## config.mk

```make
export PLATFORM = sky130hd
export DESIGN_NAME = down_timer_8bit
export DESIGN_NICKNAME = d
export VERILOG_FILES = /design/src/rtl/down_timer_8bit_pkg.sv /design/src/rtl/down_timer_8bit_prescaler_tick.sv /design/src/rtl/down_timer_8bit.sv
export SDC_FILE = /design/constraint.sdc
export NUM_CORES = 1
export LEC_CHECK = 0
export CORE_ASPECT_RATIO = 0.7
export CORE_MARGIN = 3
export CORE_UTILIZATION = 30
export CTS_BUF_LIST = sky130_fd_sc_hd__clkbuf_4
export DETAILED_ROUTE_END_ITERATION = 8
export SLEW_MARGIN = 20
export SYNTH_ARGS = -nofsm -noshare
export SYNTH_HDL_FRONTEND = slang
export SYNTH_SLANG_ARGS = --single-unit
```

## constraint.sdc

```tcl
create_clock -name clk -period 1.96 [get_ports clk]
set_input_delay 0.196 -clock clk [delete_from_list [all_inputs] [get_ports clk]]
set_output_delay 0.196 -clock clk [all_outputs]
set_load 0.005 [all_outputs]
```

## src/rtl/down_timer_8bit_pkg.sv

```systemverilog
// Shared types and default widths for the down-counting interval timer.
package down_timer_8bit_pkg;
    localparam int DT_WIDTH = 8;
    localparam int DT_PW    = 8;

    typedef enum logic {
        ST_IDLE = 1'b0,
        ST_RUN  = 1'b1
    } state_e;
endpackage

```

## src/rtl/down_timer_8bit_prescaler_tick.sv

```systemverilog
// Prescaler: produces one tick every P+1 enabled cycles; clear restarts the phase at zero.
module prescaler_tick #(
    parameter int PW = 8
) (
    input  logic          clk,
    input  logic          rst_n,
    input  logic          clear,
    input  logic          enable,
    input  logic [PW-1:0] p_val,
    output logic          tick
);
    logic [PW-1:0] pre_q;
    logic [PW-1:0] pre_d;

    assign tick = enable && !clear && (pre_q == p_val);

    always_comb begin
        pre_d = pre_q;
        if (clear) begin
            pre_d = '0;
        end else if (enable) begin
            pre_d = tick ? '0 : pre_q + 1'b1;
        end
    end

    always_ff @(posedge clk) begin
        if (!rst_n) begin
            pre_q <= '0;
        end else begin
            pre_q <= pre_d;
        end
    end
endmodule

```

## src/rtl/down_timer_8bit.sv

```systemverilog
// Loadable down-counting timer with prescaler, one-shot or auto-reload, and terminal-count pulse.
module down_timer_8bit
    import down_timer_8bit_pkg::*;
#(
    parameter int WIDTH = DT_WIDTH,
    parameter int PW    = DT_PW
) (
    input  logic             clk,
    input  logic             rst_n,
    input  logic [WIDTH-1:0] load_value,
    input  logic [PW-1:0]    prescale,
    input  logic             auto_reload,
    input  logic             start,
    input  logic             stop,
    output logic [WIDTH-1:0] count,
    output logic             busy,
    output logic             tc_pulse,
    output logic             done
);
    localparam logic [WIDTH-1:0] CNT_ONE = WIDTH'(1);

    state_e           state_q, state_d;
    logic [WIDTH-1:0] count_q, count_d;
    logic [WIDTH-1:0] n_q, n_d;
    logic [PW-1:0]    p_q, p_d;
    logic             mode_q, mode_d;
    logic             busy_q, busy_d;
    logic             tc_q, tc_d;
    logic             done_q, done_d;
    logic             start_ok;
    logic             pre_clear;
    logic             pre_en;
    logic             tick;

    assign start_ok  = start && !stop;
    assign pre_en    = (state_q == ST_RUN);
    assign pre_clear = start_ok || stop || (state_q == ST_IDLE);

    prescaler_tick #(.PW(PW)) u_prescaler (
        .clk    (clk),
        .rst_n  (rst_n),
        .clear  (pre_clear),
        .enable (pre_en),
        .p_val  (p_q),
        .tick   (tick)
    );

    always_comb begin
        state_d = state_q;
        count_d = count_q;
        n_d     = n_q;
        p_d     = p_q;
        mode_d  = mode_q;
        busy_d  = busy_q;
        tc_d    = 1'b0;
        done_d  = done_q;

        if (start_ok) begin
            if (load_value == '0) begin
                // A zero interval terminates immediately without entering RUN.
                tc_d    = 1'b1;
                done_d  = !auto_reload;
                count_d = '0;
                busy_d  = 1'b0;
                state_d = ST_IDLE;
            end else begin
                n_d     = load_value;
                p_d     = prescale;
                mode_d  = auto_reload;
                count_d = load_value;
                done_d  = 1'b0;
                busy_d  = 1'b1;
                state_d = ST_RUN;
            end
        end else if (state_q == ST_RUN) begin
            if (stop) begin
                busy_d  = 1'b0;
                state_d = ST_IDLE;
            end else if (tick) begin
                if (count_q > CNT_ONE) begin
                    count_d = count_q - CNT_ONE;
                end else if (count_q == CNT_ONE) begin
                    tc_d = 1'b1;
                    if (mode_q) begin
                        count_d = n_q;
                    end else begin
                        count_d = '0;
                        busy_d  = 1'b0;
                        done_d  = 1'b1;
                        state_d = ST_IDLE;
                    end
                end
            end
        end
    end

    always_ff @(posedge clk) begin
        if (!rst_n) begin
            state_q <= ST_IDLE;
            count_q <= '0;
            n_q     <= '0;
            p_q     <= '0;
            mode_q  <= 1'b0;
            busy_q  <= 1'b0;
            tc_q    <= 1'b0;
            done_q  <= 1'b0;
        end else begin
            state_q <= state_d;
            count_q <= count_d;
            n_q     <= n_d;
            p_q     <= p_d;
            mode_q  <= mode_d;
            busy_q  <= busy_d;
            tc_q    <= tc_d;
            done_q  <= done_d;
        end
    end

    assign count    = count_q;
    assign busy     = busy_q;
    assign tc_pulse = tc_q;
    assign done     = done_q;
endmodule
```

Word level (Yosys, flattened, before mapping) --
Cells that the tools add are included.
Word-level totals: flip-flop bits (word level) 37
Operators by class: bitwise operators 3, equal/unequal tests 7, multiplexer cells 39, add/sub/neg operators 2, order comparisons 1, reductions and logical operators 20
Operators with widths (number):
- $mux W8 | 9
- $mux W1 | 30
- $reduce_bool A3 Y1 | 3
- $add A8 B1 Y8 const B | 1
- $eq A8 B1 Y1 const B | 1
- $eq A8 B8 Y1 | 1
- $gt A8 B1 Y1 const B | 1
- $logic_not A8 Y1 | 1
- $sub A8 B1 Y8 const B | 1
- $reduce_and A6 Y1 | 1
- $reduce_bool A2 Y1 | 3
- $reduce_and A5 Y1 | 1
- $ne A2 B1 Y1 const B | 2
- $reduce_and A4 Y1 | 1
- $logic_and A1 B1 Y1 | 3
- $logic_not A1 Y1 | 3
- $ne A3 B2 Y1 const B | 1
- $ne A3 B3 Y1 const B | 1
- $not A1 Y1 | 3
- $logic_or A1 B1 Y1 | 2
- $ne A2 B2 Y1 const B | 1
- $reduce_and A2 Y1 | 1
- $reduce_or A2 Y1 | 1

Logic depth before layout (Yosys ltp) --
depth after elaboration 11, mapped depth 8

By module --
A second synthesis with hierarchy kept.
Unflattened totals: cells, all modules 229, area total of the unflattened synthesis 1965.6 um^2
By module, submodules not included:
- down_timer_8bit | instances 1, cells each 180, area each 1505.2 um^2
- prescaler_tick | instances 1, cells each 49, area each 460.4 um^2

Worst setup path before layout --
Ideal clock, no wire load.
path kind register to register, from reg count_q[1], in the netlist count[1], to reg count_q[3], in the netlist count[3], slack -0.207 ns, data required time 1.881 ns, cell stages (with the launch flop) 8, arrival 2.088 ns, path buffers 0, period minus slack after synthesis 2.167 ns, setup time 0.079 ns, cell sequence dfxtp_1 > inv_1 > ha_1 > or4b_2 > o21ai_0 > nor3_1 > or3b_2 > o211ai_1
On the way: longest elaborated chain between the ends 6, elaborated cells between the ends (all ways) 10
RTL lines:
- from (decl) | line down_timer_8bit.sv:23 | logic [WIDTH-1:0] count_q, count_d;
- from (signal assigned) | line down_timer_8bit.sv:109 | count_q <= count_d;
- $sub A8 B1 Y8 or $gt A8 B1 Y1 (tied branches) | line down_timer_8bit.sv:81, down_timer_8bit.sv:80
- $mux W8 | line down_timer_8bit.sv:80 | if (count_q > CNT_ONE) begin
- $mux W8 | line down_timer_8bit.sv:79 | end else if (tick) begin
- $mux W8 | line down_timer_8bit.sv:76 | if (stop) begin
- $mux W8 | line down_timer_8bit.sv:75 | end else if (state_q == ST_RUN) begin
- $mux W8 | line down_timer_8bit.sv:58 | if (start_ok) begin
Several ways; a longest one is shown, not always the timed one. The select of a mux whose other input is x is not followed. A chain may end at the register's enable or synchronous reset.

Final worst setup path --
from reg count_q[4], in the netlist count[4], to reg count_q[7], in the netlist count[7]
The elaborated chain is that of the path after synthesis.

==> parameters.txt <==
Parameter                              Value

Outcome
  Result of the run ... finished, final reports clean

Synthesis
  Biggest area consumer among synthesized cells ... sky130_fd_sc_hd__dfxtp_1
  Main flop type after synthesis ... sky130_fd_sc_hd__dfxtp_1
  Fraction of synthesized cell area taken by the top area cell type ... 39.34%
  Share of synthesized flip-flops with an asynchronous set or reset ... 0%
  Largest cells by area after synthesis ... sky130_fd_sc_hd__dfxtp_1 (39%), sky130_fd_sc_hd__nand2_1 (9.2%), sky130_fd_sc_hd__a21boi_0 (6.4%), sky130_fd_sc_hd__xnor2_1 (5.6%), sky130_fd_sc_hd__mux2i_1 (3.2%)
  Syn Nets ... 251
  Library cell with the highest instance count after synthesis ... sky130_fd_sc_hd__nand2_1
  Yosys reg bits ... 37
  Post-synthesis instance area ... 1883 um2
  Yosys warning count ... 0
  Number of enable-type register cells in the synthesized netlist ... 0
  Post-synthesis sequential area ratio ... 39.34%
  Top cells by instance count after synthesis ... sky130_fd_sc_hd__nand2_1 (46), sky130_fd_sc_hd__dfxtp_1 (37), sky130_fd_sc_hd__a21boi_0 (16)
  Count of unique library cells instantiated by Yosys ... 41
  Syn avg cell area ... 8.295 um2
  Cells after synthesis ... 227

Power and ir drop
  IR Drop Worst-Case VDD ... 0.2148 mV
  Power per cell area ... 615.9 nW/um2
  Leakage component of the power ... 0.9463 nW

Final layout
  Antenna diode count ... 0
  Layout cells sized above 1 ... 19.08%
  Area added between synthesis and finish ... 37.28%
  Number of nets at the end of the flow ... 306
  Post-layout instance count excluding filler cells ... 358

Clocking
  Insertion delay to the later sink of the worst-skew pair ... 0.35 ns
  Clock tree root driver cell ... sky130_fd_sc_hd__clkbuf_4
  Number of clock sinks seen by CTS ... 37
  Hold-fix buffers at CTS ... 0
  Number of H-tree branching levels ... 2
  Maximum clock insertion buffer count ... 2
  Clock-pin slew on the worst setup and hold paths ... 0.12 ns
  TritonCTS clock tree ... yes
  CTS Buf Count ... 5

Placed design
  Setup WS pre-CTS ... -0.1100 ns
  # port buffers ... 31
  Placed instance count ... 348
  GP Congestion ... 0.8246
  Half-perimeter wire length after placement ... 3887 um

Critical path
  Slowest cell on crit path ... sky130_fd_sc_hd__or4_4
  Worst Path Arrival ... 2.13 ns
  Cell-by-cell trace of the critical path ... or4_4, or4_1, a2111oi_2, nor3_1
  Depth of the most critical reg-to-reg path ... 4
  End of the worst register-to-register path ... count[7]
  Required time worst endpoint ... 2.19 ns
  Top delay family on crit path ... simple AND/OR/NAND/NOR gates
  Endpoint class of the critical path ... register
  Category of the worst setup path launch point ... register
  Type of the setup path with the least slack ... register to register
  Worst path bufs/invs ... 0
  Delay contributed by the slowest stage of the critical path ... 0.59 ns
  Critical path fanouts, max ... 6
  Critical register-to-register path startpoint ... count[4]
  R2r setup slk ... 0.06 ns

Die
  Height of the chip ... 72.29 um
  Starting density of the core ... 31.92%
  Floorplan die area ... 7279 um2
  Core Region ... 5899 um2
  # IOs ... 32
  Overall die width ... 100.7 um
  Total number of placement rows ... 23

Global routing
  First-pass GRT wire length ... 8273 um
  Via count of the first global-routing pass ... 1,648
  Antenna violations before repair ... 0
  Aggregate global-route resource usage ... 14.43%
  Remaining global-route overflow ... 0
  Largest net degree at the start of global routing ... 18

Routing
  Routed WL per cell ... 14.15 um
  Initial DRC count ... 97
  Vias per Instance ... 4.966
  Count of vias placed by the detailed router ... 1,778
  Total Routed Length ... 5066 um
  Number of remaining DRC errors ... 0
  Total iterations of the first detailed-routing run ... 4
  Routed Antenna Nets ... 0

STA
  Post-route clock skew ... 0.01834 ns
  Count of final hold-check violations ... 0
  Relative slew slack ... 69.16%
  Setup slack after layout ... 0.05601 ns
  Minimum clock period after layout ... 1.904 ns
  Fin. max-slew vios ... 0
  Slew at the pin with the worst max-slew slack ... 0.4584 ns
  Unrepaired setup endpoints after global routing ... yes
  Period utilisation layout ... 97.14%
  F_max ... 0.5252 GHz
  Final setup viols ... 0

Worst hold path
  HP Class ... input pin to register
  Hold EP ... p_q[3]
  Worst hold path startpoint ... prescale[3]
  Min-Delay Path Depth ... 3

Run
  MaxCap Viol Count ... 0
-- through the flow --
stage	cell area [um2]	util (%)	setup TNS (ns)	power, mW	hold slack (ns)
final	2585	43.82	0	1.592	0.3942
after global routing	2585	43.82	-0.005749	1.673	0.3931
after detailed placement	2486	42.14	-0.1322	1.174	0.4611
after global placement	2486	42.14	-0.01630	1.173	0.4546
after floorplan	1937	-	0	1.005	0.3264
after CTS	2552	43.27	0	1.583	0.3909
-- tightest hold or removal path, cell delays in order --
cell                              delay, ns
sky130_fd_sc_hd__clkdlybuf4s50_1       0.40
sky130_fd_sc_hd__nand2_1               0.05
sky130_fd_sc_hd__a21boi_0              0.06
-- routing by layer --
metal / global-route usage [%] / vias up / wire, um
met2: 18.02 / 53 / 1855
met5: 0 / - / 0
li1: - / 907 / -
met4: 3.737 / 0 / 39
met3: 4.803 / 4 / 375
met1: 22.88 / 814 / 2795
-- where the power goes --
group / internal (mW) / switching (mW)
Sequential: 0.782 / 0.0198
Combinational: 0.200 / 0.179
Clock: 0.136 / 0.276
Total: 1.12 / 0.474
-- flip-flops by register name, indices dropped and copies added (netlist names) --
register,cells
u_prescaler.pre_q,8
busy,1
mode_q,1
pre_en,1
done,1
p_q,8
n_q,8
tc_pulse,1
count,8
-- repair_timing --
action	in CTS	in global routing
pin swaps	0	3
endpoints found under the setup margin	3	7
resized for setup	3	5
setup buffers	0	2
cloned	0	0
-- cell type report --
type / count / area [um2]
sequential: 37 / 745.7
fill: 568 / 3314
timing repair buffer: 60 / 531.8
multi-input combinational: 174 / 1141
clock inverter: 3 / 17.52
clock buffer: 5 / 37.54
tap: 75 / 93.84
inverter: 4 / 17.52
-- layout by cell type, fill, tap and decap left out, types with 2 or more instances in the layout --
cell	count
sky130_fd_sc_hd__nor3_1	6
sky130_fd_sc_hd__o31ai_1	2
sky130_fd_sc_hd__mux2i_1	5
sky130_fd_sc_hd__buf_4	28
sky130_fd_sc_hd__xor2_1	4
sky130_fd_sc_hd__nor3b_1	2
sky130_fd_sc_hd__clkbuf_4	5
sky130_fd_sc_hd__nor3_2	3
sky130_fd_sc_hd__o211ai_1	2
sky130_fd_sc_hd__a21oi_1	2
sky130_fd_sc_hd__xnor2_1	12
sky130_fd_sc_hd__and3_1	2
sky130_fd_sc_hd__nand3_1	9
sky130_fd_sc_hd__nand4_1	5
sky130_fd_sc_hd__ha_4	2
sky130_fd_sc_hd__clkdlybuf4s50_1	31
sky130_fd_sc_hd__dfxtp_1	35
sky130_fd_sc_hd__o21ai_1	4
sky130_fd_sc_hd__or4_1	2
sky130_fd_sc_hd__nor4_1	3
sky130_fd_sc_hd__a21boi_0	16
sky130_fd_sc_hd__nor2b_1	3
sky130_fd_sc_hd__inv_1	2
sky130_fd_sc_hd__nor2_1	14
sky130_fd_sc_hd__o211a_1	2
sky130_fd_sc_hd__o21ai_0	10
sky130_fd_sc_hd__nand2_1	46
-- how the worst max path moves through the flow --
stage / start / cells past startpoint / endpoint / slack [ns]
after floorplan: count[2] / 5 / count[7] / 0.02
after global placement: count[2] / 6 / count[2] / -0.02
after detailed placement: count[2] / 6 / count[2] / -0.11
after CTS: count[1] / 7 / count[3] / 0.003
after global routing: count[4] / 4 / count[7] / -0.006
final: count[4] / 4 / count[7] / 0.06
-- logic make-up after synthesis --
family,synth area share [%]
adder cells (fa/ha/maj),1.994
flip-flops,39.34
buffers and inverters,3.721
AO/OA/AOI/OAI,18.74
XOR/XNOR,7.442
multiplexers,3.189
AND/OR/NAND/NOR,25.58
Power figures use the tool's default switching activity.
==> RTL edit 1 (same flow settings) <==
Change the package constant `DT_WIDTH` from 8 to 12.
--- a/src/rtl/down_timer_8bit_pkg.sv
+++ b/src/rtl/down_timer_8bit_pkg.sv
@@ -1,6 +1,6 @@
 // Shared types and default widths for the down-counting interval timer.
 package down_timer_8bit_pkg;
-    localparam int DT_WIDTH = 8;
+    localparam int DT_WIDTH = 12;
     localparam int DT_PW    = 8;
 
     typedef enum logic {
Interface: changed (resized count and load_value); port bits go from 32 to 40. The function was not compared with the original's and may differ.
==> RTL edit 1 against the unedited design <==
  * First-iteration DRC count grew 70%
  * Final area grew 24%
  * Power grew 56%
  * Setup slack lost 140 ps
  * Critical path depth grew 2
  * Routed wire length grew 34%
  * Critical path type unchanged
  * Global-route usage grew 2.0 points
  * Synthesized cell count grew 22%
  * Sequential cell count grew 8
  * Synthesized area grew 18%
  * Hold slack lost 42 ps
  * The flow now finishes with violations (negative setup slack)
  * Clock power grew 78%
==> RTL edit 1: results (changes against the unedited design) <==
sequential area share after synthesis 40.43% (was 39.34%); failing checks negative setup slack; Signal buffers 81 (was 60); Logic inverters 3 (was 4); mux share of post-synthesis cell area 0% (was 3.189%); min setup slack post-route -79.97 ps (was 56.01 ps); number of global-route vias before repair 2070 (was 1648); Multi-input gate area 0.001348 sq mm (was 0.001141 sq mm); adder-cell share of the synthesized area 1.684% (was 1.993%); post-DP HPWL 4938 um (was 3887 um); status complete, but fails checks (was completed); synth unique cells 44 (was 41); placer congestion estimate 0.8577 (was 0.8246); Setup Viol. Count Final 10 (was 0); Arr. time, crit path 2350 ps (was 2130 ps); M1 WL 3475 um (was 2795 um); placed inst area 0.002963 sq mm (was 0.002486 sq mm); WL final 6792 um (was 5066 um); pre-CTS setup slack -176.8 ps (was -110.0 ps); clock-pin slew on the worst setup and hold paths 150 ps (was 120 ps); # resized after CTS 17 (was 3); Max VDD drop 0.0003034 V (was 0.0002148 V); total clock sinks 45 (was 37); largest net degree at the start of global routing 27 (was 18); Slew Limit Headroom 38.39% (was 69.16%); Layout Nets 374 (was 306); Synth area leaders dfxtp_1 40%, nand2_1 9.3%, a21oi_1 7.4%, xnor2_1 5.1%, xor2_1 3.9% (was dfxtp_1 39%, nand2_1 9.2%, a21boi_0 6.4%, xnor2_1 5.6%, mux2i_1 3.2%); Setup Buffers After CTS 1 (was 0); first-pass GRT wire length 11060 um (was 8273 um); clock network area share 3.310% (was 2.130%)
==> RTL edit 1: metal layers <==
layer	global-route usage (%)	vias to the layer above
met3	2.629	2
met5	0	-
met2	22.18	62
met4	3.026	0
met1	26.93	1048
li1	-	1120
==> RTL edit 1: path summary, 6_finish.rpt <==
check / end / slack, ps / from / cells past startpoint
worst min register to register: n_q[2]$_SDFFE_PN0P_ / 470 / n_q[2]$_SDFFE_PN0P_ / 2
worst min-delay path: p_q[7]$_SDFFE_PN0P_ / 350 / prescale[7] / 3
worst max-delay path: count[8]$_SDFFE_PN0P_ / -80 / count[9]$_SDFFE_PN0P_ / 6
worst max register to register: count[8]$_SDFFE_PN0P_ / -80 / count[9]$_SDFFE_PN0P_ / 6
==> RTL edit 1: power groups by stage <==
stage	combinational (uW)	sequential, uW	clock, uW
2_1_floorplan	395	1020	0
3_3_place_gp	654	1010	0
3_5_place_dp	654	1010	0
4_1_cts	704	995	740
5_1_grt	805	1000	792
6_report	748	996	733
==> RTL edit 2 (config.mk and constraints unchanged) <==
Without the edit above. Put one more register stage on the output `count`, cleared by the reset. The value now appears one clock later. The other outputs are not delayed to match.
--- a/src/rtl/down_timer_8bit.sv
+++ b/src/rtl/down_timer_8bit.sv
@@ -116,7 +116,13 @@
         end
     end
 
-    assign count    = count_q;
+    always_ff @(posedge clk) begin
+        if (!rst_n) begin
+            count <= '0;
+        end else begin
+            count <= count_q;
+        end
+    end
     assign busy     = busy_q;
     assign tc_pulse = tc_q;
     assign done     = done_q;
Behaviour: not the same (Yosys sat finds a counterexample within 4 cycles, from zero or initial values and one cycle with rst_n low).
==> RTL edit 2 against the unedited design <==
  * Sequential power rose by 22%
  * Final cell count up 9.2%
  * Non-clock buffer count fell by 3
  * Sequential cell count up 8
  * Setup slack better by 98 ps
  * Clock skew increased by 4.4 ps
  * Power up 12%
  * Clock power grew 11%
  * Synthesized area up 14%
  * Routed wire length is 7.8% higher
  * First-iteration DRC count increased by 22%
  * Final area increased by 7.2%
  * Critical path type unchanged
  * Largest cell class unchanged
==> RTL edit 2: results (changes against the unedited design) <==
Placed Cells 383 (was 348); Max VDD drop 0.0002022 V (was 0.0002148 V); syn avg cell area 8.748 sq um (was 8.295 sq um); largest stage delay on the critical path 390 ps (was 590 ps); leading cell types by count after synthesis 45 x dfxtp_1, 38 x nand2_1, 16 x nor2_1, 16 x xor2_1, 10 x nand3_1 (was 46 x nand2_1, 37 x dfxtp_1, 16 x a21boi_0); CTS Root Cell clkbuf_4 (unchanged); # resized after CTS 0 (was 3); WL final 5462 um (was 5066 um); layout cells sized above 1 13.80% (was 19.08%); clock-pin slew on the worst setup and hold paths 150 ps (was 120 ps); syn_nets 270 (was 251); Max Fanout on Critical Path 5 (was 6); Synth area leaders dfxtp_1 42%, nand2_1 6.6%, xor2_1 6.5%, a21boi_1 3.1%, nor2_1 2.8% (was dfxtp_1 39%, nand2_1 9.2%, a21boi_0 6.4%, xnor2_1 5.6%, mux2i_1 3.2%); sequential area share after synthesis 41.86% (was 39.34%); Arr. time, crit path 2100 ps (was 2130 ps); clock skew after layout 22.77 ps (was 18.34 ps); post-DP HPWL 4017 um (was 3887 um); Post-Layout Cell Count 391 (was 358); status completed (unchanged); DR vias/cell 4.898 (was 4.966); Port Buffers 31 (unchanged); first-pass GRT wire length 9266 um (was 8273 um); Worst path slowest cell nor4_4 (was or4_4); placed inst area 0.002715 sq mm (was 0.002486 sq mm); async set or reset register ratio after synthesis 0% (unchanged); Slew Limit Headroom 68.58% (was 69.16%); Initial DRC Count 118 (was 97); Leakage 0.001102 uW (was 0.0009463 uW); # fillers 675 (was 568); synth unique cells 49 (was 41); pre-CTS setup slack -229.1 ps (was -110.0 ps); Layout Nets 320 (was 306); GRT Total Usage 13.90% (was 14.43%); largest net degree at the start of global routing 28 (was 18); placer congestion estimate 0.7826 (was 0.8246); number of global-route vias before repair 1867 (was 1648)
[RTL edit 2: changes by cell type after synthesis, moves of 4 or more]
cell and change:
o21ai_0 -6, nor3_1 -4, mux2i_1 -6, a21boi_0 -12
dfxtp_1 +8, xor2_1 +12, nand2_1 -8, a21boi_1 +9
xnor2_1 -10, and2_1 +9
[RTL edit 2: cell type report]
class,count,share of cell area [%]
Tap cell,94,4.244
Inverter,2,0.2709
Sequential cell,45,32.55
Timing Repair Buffer,57,18.69
Clock inverter,2,0.3612
Clock buffer,6,1.625
Multi-Input combinational cell,185,42.26
[RTL edit 2: cell families (layout without fill, tap and decap cells)]
| family | count (synthesis) | count (layout) | share of synthesized area (%) |
|---|---|---|---|
| AND/OR/NAND/NOR | 109 | 109 | 26.40 |
| AO/OA/AOI/OAI | 54 | 54 | 18.43 |
| flip-flops | 45 | 45 | 41.86 |
| XOR/XNOR | 18 | 18 | 7.326 |
| buffers and inverters | 16 | 67 | 3.721 |
| adder cells (fa/ha/maj) | 3 | 3 | 1.744 |
| multiplexers | 1 | 1 | 0.5232 |
[RTL edit 2: metrics by stage]
| step | utilization, % | setup TNS (ps) |
|---|---|---|
| after global routing | 40.46 | 0 |
| after global placement | 39.63 | -3211 |
| after CTS | 40.44 | 0 |
| after floorplan | - | 0 |
| after detailed placement | 39.63 | -3488 |
| final | 40.46 | 0 |
[RTL edit 2: path summary, 6_finish.rpt]
path | startpoint | to | slack, ps | cells past startpoint
min | prescale[3] | p_q[3]$_SDFFE_PN0P_ | 360 | 3
min reg2reg | n_q[0]$_SDFFE_PN0P_ | n_q[0]$_SDFFE_PN0P_ | 470 | 2
max | count_q[6]$_SDFFE_PN0P_ | count_q[1]$_SDFFE_PN0P_ | 150 | 5
max reg2reg | count_q[6]$_SDFFE_PN0P_ | count_q[1]$_SDFFE_PN0P_ | 150 | 5
[RTL edit 2: per-layer routing]
layer  vias to the layer above  part of all wire, %  wire (um)  track usage [%]
met5                         -                    0          0                0
met4                         0                 0.92         50            3.959
met3                         5                  5.8        318            3.196
met2                        75                   39       2115            18.41
met1                       868                   55       2978            21.80
li1                        967                    -          -                -
[RTL edit 2: worst reg2reg max path, delay by kind of cell, from the launching register on]
family	cells	cell delay (ps)
AND/OR/NAND/NOR	4	1060
flip-flops	1	360
multiplexers	1	340
[RTL edit 2: power breakdown]
group,switching (uW),internal [uW]
Combinational,164,179
Sequential,29.7,949
Clock,307,151
Total,500,1280
